## config.mk

```make
export PLATFORM = sky130hd
export DESIGN_NAME = sum_accumulator
export DESIGN_NICKNAME = d
export VERILOG_FILES = /design/src/rtl/sum_accumulator.sv
export SDC_FILE = /design/constraint.sdc
export NUM_CORES = 1
export LEC_CHECK = 0
export ABC_AREA = 1
export BUFFER_PORTS_ARGS = -buffer_cell sky130_fd_sc_hd__buf_4
export CORE_MARGIN = 8
export CORE_UTILIZATION = 45
export CTS_CLUSTER_SIZE = 10
export DETAILED_ROUTE_END_ITERATION = 10
export GPL_ROUTABILITY_DRIVEN = 0
export PLACE_DENSITY = 0.68
export SLEW_MARGIN = 20
export SYNTH_ARGS = -nofsm -noshare
export SYNTH_HDL_FRONTEND = slang
export SYNTH_SLANG_ARGS = --single-unit
```

## constraint.sdc

```tcl
create_clock -name clock_reset -period 1.6 [get_ports clock_reset]
set_input_delay 0.32 -clock clock_reset [delete_from_list [all_inputs] [get_ports clock_reset]]
set_output_delay 0.32 -clock clock_reset [all_outputs]
set_load 0.05 [all_outputs]
```

## src/rtl/sum_accumulator.sv

```systemverilog
// sum_accumulator: frames the adder's sum stream into totals of LEN samples.
// Samples arrive over a valid/ready handshake. A frame closes when it reaches
// LEN samples or when a flush pulse arrives. The closed frame's total, sample
// count and sticky overflow flag are then held until the consumer pops them.
// Optional feature macro: SUM_ACCUMULATOR_SAT_EN. When it is defined, the
// accumulator clamps to all-ones on overflow. When it is undefined, the
// accumulator wraps modulo 2^AW.
module sum_accumulator #(
  parameter int DW  = 4,
  parameter int AW  = 8,
  parameter int LEN = 4,
  parameter int CW  = 8
) (
  input  logic [1:0]    clock_reset,
  input  logic          in_valid,
  input  logic [DW-1:0] in_data,
  output logic          in_ready,
  input  logic          flush,
  output logic          out_valid,
  input  logic          out_ready,
  output logic [AW-1:0] out_data,
  output logic [CW-1:0] out_count,
  output logic          out_ovf,
  output logic          busy
);

  typedef enum logic [1:0] {IDLE, ACCUM, HOLD} state_t;

  logic          clk;
  logic          rst_n;
  state_t        state;
  state_t        state_nxt;
  logic          live;
  logic [AW-1:0] acc;
  logic [AW-1:0] acc_nxt;
  logic [CW-1:0] cnt;
  logic [CW-1:0] cnt_nxt;
  logic          ovf;
  logic          ovf_nxt;
  logic [AW:0]   sum;
  logic          accept;
  logic          close;

  assign clk   = clock_reset[0];
  assign rst_n = clock_reset[1];

  // Unsigned add with the carry kept in the top bit.
  function automatic logic [AW:0] add_sample(input logic [AW-1:0] a,
                                             input logic [DW-1:0] d);
    return {1'b0, a} + {{(AW+1-DW){1'b0}}, d};
  endfunction

`ifdef SUM_ACCUMULATOR_SAT_EN
  // Once the frame has overflowed, hold the accumulator at full scale.
  function automatic logic [AW-1:0] clamp(input logic [AW:0] s,
                                          input logic sticky);
    return (s[AW] || sticky) ? {AW{1'b1}} : s[AW-1:0];
  endfunction
`endif

  // in_ready, out_valid and busy decode registered state only, so out_ready
  // never reaches them combinationally. The live flag keeps in_ready low
  // until the first clock after reset is released.
  assign in_ready  = live && (state != HOLD);
  assign out_valid = (state == HOLD);
  assign busy      = (state != IDLE);
  assign accept    = in_valid && in_ready;

  // Set the live flag on the first clock after reset is released.
  always_ff @(posedge clk or negedge rst_n) begin
    if (!rst_n) live <= 1'b0;
    else        live <= 1'b1;
  end

  // Next-state logic: accumulate, detect frame close, and pop from HOLD.
  always_comb begin
    state_nxt = state;
    acc_nxt   = acc;
    cnt_nxt   = cnt;
    ovf_nxt   = ovf;
    sum       = '0;
    close     = 1'b0;
    case (state)
      IDLE, ACCUM: begin
        if (accept) begin
          sum     = add_sample(acc, in_data);
`ifdef SUM_ACCUMULATOR_SAT_EN
          acc_nxt = clamp(sum, ovf);
`else
          acc_nxt = sum[AW-1:0];
`endif
          cnt_nxt = cnt + CW'(1);
          ovf_nxt = ovf | sum[AW];
        end
        // A flush in IDLE closes the frame only if a sample arrives with it.
        if ((accept && (cnt_nxt == CW'(LEN))) ||
            (flush && ((state == ACCUM) || accept)))
          close = 1'b1;
        if (close)
          state_nxt = HOLD;
        else if (cnt_nxt != '0)
          state_nxt = ACCUM;
      end
      HOLD: begin
        if (out_ready) begin
          state_nxt = IDLE;
          acc_nxt   = '0;
          cnt_nxt   = '0;
          ovf_nxt   = 1'b0;
        end
      end
      default: state_nxt = IDLE;
    endcase
  end

  // Register the frame state: FSM, accumulator, count and sticky overflow.
  always_ff @(posedge clk or negedge rst_n) begin
    if (!rst_n) begin
      state <= IDLE;
      acc   <= '0;
      cnt   <= '0;
      ovf   <= 1'b0;
    end else begin
      state <= state_nxt;
      acc   <= acc_nxt;
      cnt   <= cnt_nxt;
      ovf   <= ovf_nxt;
    end
  end

  // Capture the result fields only when a frame closes, then hold them.
  always_ff @(posedge clk or negedge rst_n) begin
    if (!rst_n) begin
      out_data  <= '0;
      out_count <= '0;
      out_ovf   <= 1'b0;
    end else if (close) begin
      out_data  <= acc_nxt;
      out_count <= cnt_nxt;
      out_ovf   <= ovf_nxt;
    end
  end

endmodule

```

# [Word-level counts from Yosys, hierarchy flattened]
# Cells that the tools add are included.
[totals] word_cells=45 register_bits=37 inputBits=9
[op_classes] n_mux=17 n_eq_ne=6 n_bitwise=1 n_addsub=2 n_reduce_logical=11
[ops] cell="$mux W8" n=5
[ops] cell="$pmux W8 S2" n=2
[ops] cell="$add A8 B4 Y9" n=1
[ops] cell="$add A8 B1 Y8 const B" n=1
[ops] cell="$eq A8 B3 Y1 const B" n=1
[ops] cell="$reduce_bool A8 Y1" n=1
[ops] cell="$mux W2" n=3
[ops] cell="$mux W1" n=5
[ops] cell="$logic_and A1 B1 Y1" n=4
[ops] cell="$pmux W2 S2" n=1
[ops] cell="$ne A3 B3 Y1 const B" n=1
[ops] cell="$eq A2 B1 Y1 const B" n=1
[ops] cell="$eq A2 B2 Y1 const B" n=1
[ops] cell="$logic_not A2 Y1" n=1
[ops] cell="$logic_or A1 B1 Y1" n=2
[ops] cell="$ne A2 B1 Y1 const B" n=1
[ops] cell="$ne A2 B2 Y1 const B" n=1
[ops] cell="$pmux W1 S2" n=1
[ops] cell="$reduce_and A2 Y1" n=1
[ops] cell="$reduce_bool A2 Y1" n=1
[ops] cell="$reduce_or A2 Y1" n=1
[ops] cell="$or A1 B1 Y1" n=1

# [Logic depth before layout (Yosys ltp)]
# Gate-level depths: netlist of the first run.
[logic_depth] ltp_word=12 mapped_depth=14 ltp_nobuf=13

# [Worst setup path before layout of the first run]
# OpenSTA, ideal clock, no wires.
[synth_path] path_kind="flip-flop to flip-flop" startpoint="register state[1]" endpoint="register out_data[5]" setup_ns=0.066 slack_ns=-0.648 path_buffers=2 arrival_time_ns=2.182 period_less_slack_ns=2.248 required_time_ns=1.534 stages_incl_launch_ff=12 path_cell_list="dfrtp_1 buf_6 a21oi_1 nand3_1 nand4_1 nor2_1 nand3_2 nand2_4 nand2_4 buf_6 nand2_1 nand2_1"
[synth_via] elab_chain_len=11 word_cells_on_any_way=19
[synth_lines] item="start, declared" line_no="31" text="state_t state;"
[synth_lines] item="start signal, assigned" line_no="124" text="state <= state_nxt;"
[synth_lines] item="$ne A2 B2 Y1 *" line_no="64" text="assign in_ready = live && (state != HOLD);"
[synth_lines] item="$logic_and A1 B1 Y1 *" line_no="64"
[synth_lines] item="via in_ready" line_no="17" text="output logic in_ready,"
[synth_lines] item="$logic_and A1 B1 Y1 *" line_no="67" text="assign accept = in_valid && in_ready;"
[synth_lines] item="$mux W8" line_no="85" text="if (accept) begin"
[synth_lines] item="$mux W8" line_no="83" text="case (state)"
[synth_lines] item="$eq A8 B3 Y1" line_no="96" text="if ((accept && (cnt_nxt == CW'(LEN))) ||"
[synth_lines] item="$logic_and A1 B1 Y1" line_no="96"
[synth_lines] item="$logic_or A1 B1 Y1" line_no="96"
[synth_lines] item="$mux W1" line_no="96"
[synth_lines] item="$mux W1 (2 in a row)" line_no="83"
[synth_lines] item="end signal, assigned" line_no="138" text="out_data <= acc_nxt;"
[synth_lines] item="end, declared" line_no="21" text="output logic [AW-1:0] out_data,"
# Mark *: on every way through the listed nets, which the timed path passes. The rest lies on a longest branch. The select of a mux whose other input is x is not followed.
# A chain may end at the register's enable or synchronous reset.

# [Worst setup path in the final report of the first run]
[layout_path] startpoint="register cnt[2]" endpoint="register out_data[5]"
[layout_via] elab_chain_len=9
[layout_lines] item="start, declared" line_no="36" text="logic [CW-1:0] cnt;"
[layout_lines] item="start signal, assigned" line_no="126" text="cnt <= cnt_nxt;"
[layout_lines] item="$add A8 B1 Y8" line_no="92" text="cnt_nxt = cnt + CW'(1);"
[layout_lines] item="$mux W8 *" line_no="85"
[layout_lines] item="$mux W8 *" line_no="83"
[layout_lines] item="$eq A8 B3 Y1 *" line_no="96"
[layout_lines] item="$logic_and A1 B1 Y1 *" line_no="96"
[layout_lines] item="$logic_or A1 B1 Y1 *" line_no="96"
[layout_lines] item="$mux W1 *" line_no="96"
[layout_lines] item="$mux W1 * (2 in a row)" line_no="83"
# Every way passes the cells marked *; elsewhere a longest branch is shown, timed or not. The select of a mux whose other input is x is not followed.

==> results.md, run 1 <==
* Failing checks: hold timing, setup timing
* Largest net degree at the start of global routing at 14
* WHS at -0.327 ns
* Core Area at ~0.0043 sq mm
* Final worst path period share at 108%
* Die area at 0.00677 sq mm
* Critical Path Max Stage Delay at 0.43 ns
* Max-cap violations at 0
* Chip Height at around 82 um
* Initial antenna violation count at 0
* Drt first pass iters at 4
* Via-per-instance ratio at about 5.2
* Final wirelength at 5590 um
* Initial Utilization at around 46%
* Syn. warnings at 0
* Fillcell total at about 330
* Remaining DRCs at 0
* Final Skew at 0.00510 ns
* Peak supply drop at between 0.001 and 0.0015 V
* Hold-fix buffers, CTS at 0
* Final-report hold violation count at 37
* Total GRT Usage at 18.0%
* Kind of start point of the critical path: register
* Syn Area/Cell at 7.94 sq um
* Post-synth EDFFs at 0
* Synth Register Bits at 37
* DPL Wire Length at 3510 um
* Ys flop type: dfrtp_1
* Post-Synthesis Cells at 249
* Clk_lat worst skew at roughly 0.29 ns
* R2R setup slack at -0.13 ns
* Slowest cell on crit path: dfrtp_1
* Worst-path clk slew at around 0.070 ns
* Leakage at 1.50 nW
* Critical Path Sink Type: register
* Post-DR wirelength/cell at ~15 um
* Final Max Tran Viols at 0
* Share of cells above drive strength 1 at approximately 45%
* Yosys cell types at 29
* Tmin final at approximately 1.7 ns
* ANT nets after route at 0
* I/O Pins at 29
* Mapped Area at about 0.002 sq mm
* Die width at ~80 um
* Port buffer count at 27
* Layout area overhead at 52.7%
* First-pass GRT wire length at 8890 um
* Status: finished with violations
* Nets at 339
* Worst-path maximum fanout at 6
* CTS tree: built
* Sequential element share of the synthesized area at 46.8%
* Vias in the first global route at roughly 2100
* Setup tns final at -2.09 ns
* Core Rows at 24
* Max Clk Rate at slightly below 600 MHz
* WP data arrival at a little under 2 ns
* Total grt overflow at 0
* Setup ws final at -0.130 ns
* PwrDens at ~2200 mW/mm^2
* RSZ-0062 raised after global routing: yes
* CP Cell Sequence: nand3_2 -> buf_6 -> nand2_2 -> nand2_1 -> nand2_1 -> nand4_1 -> nor2_2 -> nand3_4 -> nand2_8 -> buf_6 -> nand3_1 -> nand2_1
* WP data required at 1.83 ns
* Drt first-iter violations at ~110
* Setup violators final at 19
* Kind of critical path: reg -> reg
* Synth Net Count at 264
* Reg2reg start: cnt[2]
* Async SR Flop Fraction at 100%
* HP Class: clk -> async
* Ant. Diodes at 0
* DP Worst Slack at -0.222 ns
* Most used cell, CP: nand2_1
* R2R depth at 12
* FF-to-FF End: out_data[5]
* DR vias at 1985
layout make-up:
| class | count | area (sq um) | area share (%) |
|---|---|---|---|
| Multi-Input combinational cell | 184 | 1200 | 39.6 |
| Clock buffer | 11 | 151 | 5.01 |
| Inverter | 22 | 86.3 | 2.86 |
| Tap cell | 52 | 65.1 | 2.15 |
| Sequential cell | 37 | 927 | 30.7 |
| Clock inverter | 4 | 41.3 | 1.37 |
| Timing Repair Buffer | 69 | 552 | 18.3 |
per-layer routing:
layer,GRT usage [%],vias up,part of all wire [%]
met2,28.3,53,53
met5,0,-,0
met1,16.8,969,39
met3,9.96,10,5.2
li1,-,953,-
met4,15.4,0,2.4
layout by cell type, fill, tap and decap left out, types with 2 or more instances in the layout:
master and count:
nand4_1 5, nand2_2 17, nand2_1 73, ha_1 2
clkbuf_8 11, o21ai_2 4, nand3_1 17, o21ai_1 3
o21ai_0 7, inv_1 19, nand3_2 17, nand3_4 3
nor2_2 3, dfrtp_1 36, xor2_1 2, inv_6 2
nand2_8 3, ha_4 2, clkinvlp_4 2, buf_6 7
nor2_1 7, buf_4 61, inv_2 2, nor2_4 4
per-stage QoR:
| step | util (%) | hold WS (ns) | total power [mW] | std cells | instance area (sq um) |
|---|---|---|---|---|---|
| 3_3_place_gp | 57.0 | -0.296 | 4.19 | 352 | 2450 |
| 5_1_grt | 70.3 | -0.318 | 6.98 | 379 | 3020 |
| 3_5_place_dp | 57.0 | -0.296 | 4.22 | 352 | 2450 |
| 2_1_floorplan | - | -0.296 | 3.12 | 249 | 2000 |
| 4_1_cts | 66.1 | -0.320 | 6.18 | 373 | 2840 |
| 6_report | 70.3 | -0.327 | 6.52 | 379 | 3020 |
cell usage after synthesis (2+ instances only):
master	number	area (sq um)
clkbuf_1	2	7.51
nand2_1	90	338
o21ai_0	13	65.1
nand3_1	35	175
nand4_1	5	31.3
o22ai_1	2	12.5
nor2_2	2	12.5
ha_1	5	62.6
nor2_1	12	45.0
a21oi_1	2	10.0
inv_1	22	82.6
xor2_1	2	17.5
dfrtp_1	37	926
nand2_4	3	33.8
buf_6	3	33.8
state kept, by name (all words and copies together), names as in the netlist:
signal     cells
ovf            1
live           1
acc            8
state          2
out_data       8
out_count      8
out_ovf        1
cnt            8
timing repair:
item	CTS	global route
gates cloned	2	0
pin swaps	18	22
resized for setup	39	37
setup endpoints to repair	23	29
setup buffers	4	7
worst max-delay path, delay by kind of cell, from the launching register on:
kind / cells / cell delay [ns]
flops: 1 / 0.43
buf+inv: 2 / 0.28
simple gates: 10 / 0.95
kinds of logic (layout without fill, tap and decap cells):
kind of cell | Yosys count | after routing | share of synthesized area (%)
simple gates | 152 | 153 | 34.5
flops | 37 | 37 | 46.8
buf+inv | 29 | 106 | 6.90
compound gates | 21 | 21 | 6.08
fa+ha+maj | 6 | 6 | 4.18
xor+xnor | 3 | 3 | 1.33
other cells | 1 | 1 | 0.190
worst max-delay path by stage:
stage / to / cells past startpoint / slack (ns) / from
global route: out_data[5] / 12 / -0.23 / cnt[2]
CTS: out_data[4] / 12 / -0.12 / cnt[1]
detailed placement: out_data[4] / 11 / -0.22 / in_data[0]
finish: out_data[5] / 12 / -0.13 / cnt[2]
floorplan: out_count[7] / 14 / -0.11 / state[1]
global placement: out_data[4] / 11 / -0.19 / in_data[0]
report_power, final:
| group | switching, mW | internal [mW] |
|---|---|---|
| Sequential | 0.259 | 1.13 |
| Combinational | 2.23 | 1.37 |
| Clock | 0.847 | 0.682 |
Power figures use the tool's default switching activity.
==> run 2: changes to the inputs <==
Settings changed: BUFFER_PORTS_ARGS -buffer_cell sky130_fd_sc_hd__buf_4 to unset, CORE_UTILIZATION 45 to 56, DONT_BUFFER_PORTS set to 1, PLACE_DENSITY 0.68 to 0.74, SKIP_LAST_GASP set to 1.
==> results.md, run 2 (synthesis results as in run 1) <==
* Final wirelength at 5660 um
* Ant. Diodes at 0
* Kind of start point of the critical path: register
* Post-DR wirelength/cell at between 15 and 20 um
* ANT nets after route at 0
* Final Max Tran Viols at 0
* Slowest cell on crit path: dfrtp_1
* Cell count after placement at around 320
* Final-report hold violation count at 37
* Final worst path period share at 117%
* RSZ-0062 raised after global routing: yes
* Total grt overflow at 0
* I/O Pins at 29
* Max Clk Rate at around 530 MHz
* Peak supply drop at between 0.0015 and 0.002 V
* Cell family with most CP delay: simple AND/OR/NAND/NOR gates
* Finished Layout Cells at ~350
* Core Area at around 0.0034 sq mm
* Failing checks: hold timing, setup timing
* Largest net degree at the start of global routing at 19
* Layout area overhead at 35.0%
* Most used cell, CP: nand2_1
* CTS tree: built
* Die area at 0.00569 sq mm
* Drt first-iter violations at 161
* HP Class: clk -> async
* Critical Path Sink Type: register
* Area post-placement at 0.00225 sq mm
* Commonest non-fill, non-tap cells in the layout: nand2_1, buf_4, dfrtp_1, nand3_1, inv_1
* Area of the multi-input gates at 0.00107 sq mm
* Drt first pass iters at 4
* DR vias at ~1900
* Chip Height at 75.4 um
* Setup ws final at -0.270 ns
* Max-cap violations at 0
* Clk_lat worst skew at roughly 0.36 ns
* Setup violators final at 23
* Critical path buffers and inverters at 1
* Leakage at about 1.4 nW
* Worst-path clk slew at between 0.1 and 0.15 ns
* Setup tns final at -4.87 ns
* PwrDens at approximately 2200 mW/mm^2
* Critical Path Max Stage Delay at 0.46 ns
* DP Worst Slack at -0.172 ns
* Kind of critical path: reg -> reg
* Sequential Area at about 900 sq um
* Nets at between 300 and 400
* Fillcell total at roughly 220
* Remaining DRCs at 0
* Final core occ at around four fifths
* Initial antenna violation count at 0
* Die width at 75.4 um
* Tmin final at about 1.9 ns
* Initial Utilization at between 50% and 60%
* Status: finished with violations
* Core Rows at 21
* Commonest non-fill, non-tap cell in the layout: nand2_1
* Port buffer count at 0
* Total power at 5.87 mW
* Worst-path maximum fanout at 18
* WP data arrival at ~2.1 ns
* Share of cells above drive strength 1 at approximately 32%
* First-pass GRT wire length at roughly 8700 um
* Final Skew at roughly 0.013 ns
* WHS at -0.361 ns
* DPL Wire Length at 3410 um
* CP Cell Sequence: nand3_2 -> buf_4 -> nand2_1 -> nand2_1 -> nand2_1 -> nand4_1 -> nor2_2 -> nand3_2 -> nand2_4 -> nand2_8 -> nand2_1 -> nand2_1
* Fin area at ~0.0027 sq mm
* Via-per-instance ratio at between 5 and 6
* WP data required at between 1.5 and 2 ns
* Total GRT Usage at a little over a fifth
* Vias in the first global route at 2028
==> run 2: changes by cell type in the layout (fill, tap and decap cells not counted), sizes merged <==
cell and change:
bufinv +2, buf -26, nand2 -1, clkinvlp -1
clkinv +2, inv -3
==> run 2: layer usage <==
layer | track usage, % | up-vias | part of all wire (%)
met2 | 31.8 | 78 | 49
li1 | - | 907 | -
met3 | 13.3 | 34 | 7.9
met5 | 0 | - | 0
met4 | 21.1 | 0 | 5.4
met1 | 18.9 | 900 | 38
==> run 2: timing repair <==
action | CTS | global route
pin swaps | 5 | 11
setup endpoints to repair | 25 | 29
hold buffers | 0 | 0
setup buffers | 7 | 5
gates cloned | 0 | 1
resized for setup | 21 | 22
==> run 2: power by group <==
part | total [mW] | switching (mW) | internal, mW
registers | 1.79 | 0.790 | 1.00
logic | 2.72 | 1.56 | 1.17
clock network | 1.35 | 0.719 | 0.634
==> run 2: cell type report <==
cell class                      count  share of cell area (%)
Clock inverter                      4                    2.58
Tap cell                           46                    2.16
Inverter                           22                    3.23
Timing Repair Buffer               44                    14.2
Multi-Input combinational cell    183                    40.3
Clock buffer                       10                    2.81
Sequential cell                    37                    34.7
==> run 2: worst paths after layout <==
| path | from | to | slack [ns] | depth (start not counted) |
|---|---|---|---|---|
| max reg2reg | cnt[2] | out_data[2] | -0.27 | 12 |
| min in group clock_reset | out_ready | state[1] | 0.11 | 3 |
| min | clock_reset[1] | cnt[0] | -0.36 | 2 |
| max | cnt[2] | out_data[2] | -0.27 | 12 |
| max in group asynchronous | clock_reset[1] | cnt[1] | 1.79 | 2 |
| min reg2reg | ovf | ovf | 0.53 | 2 |
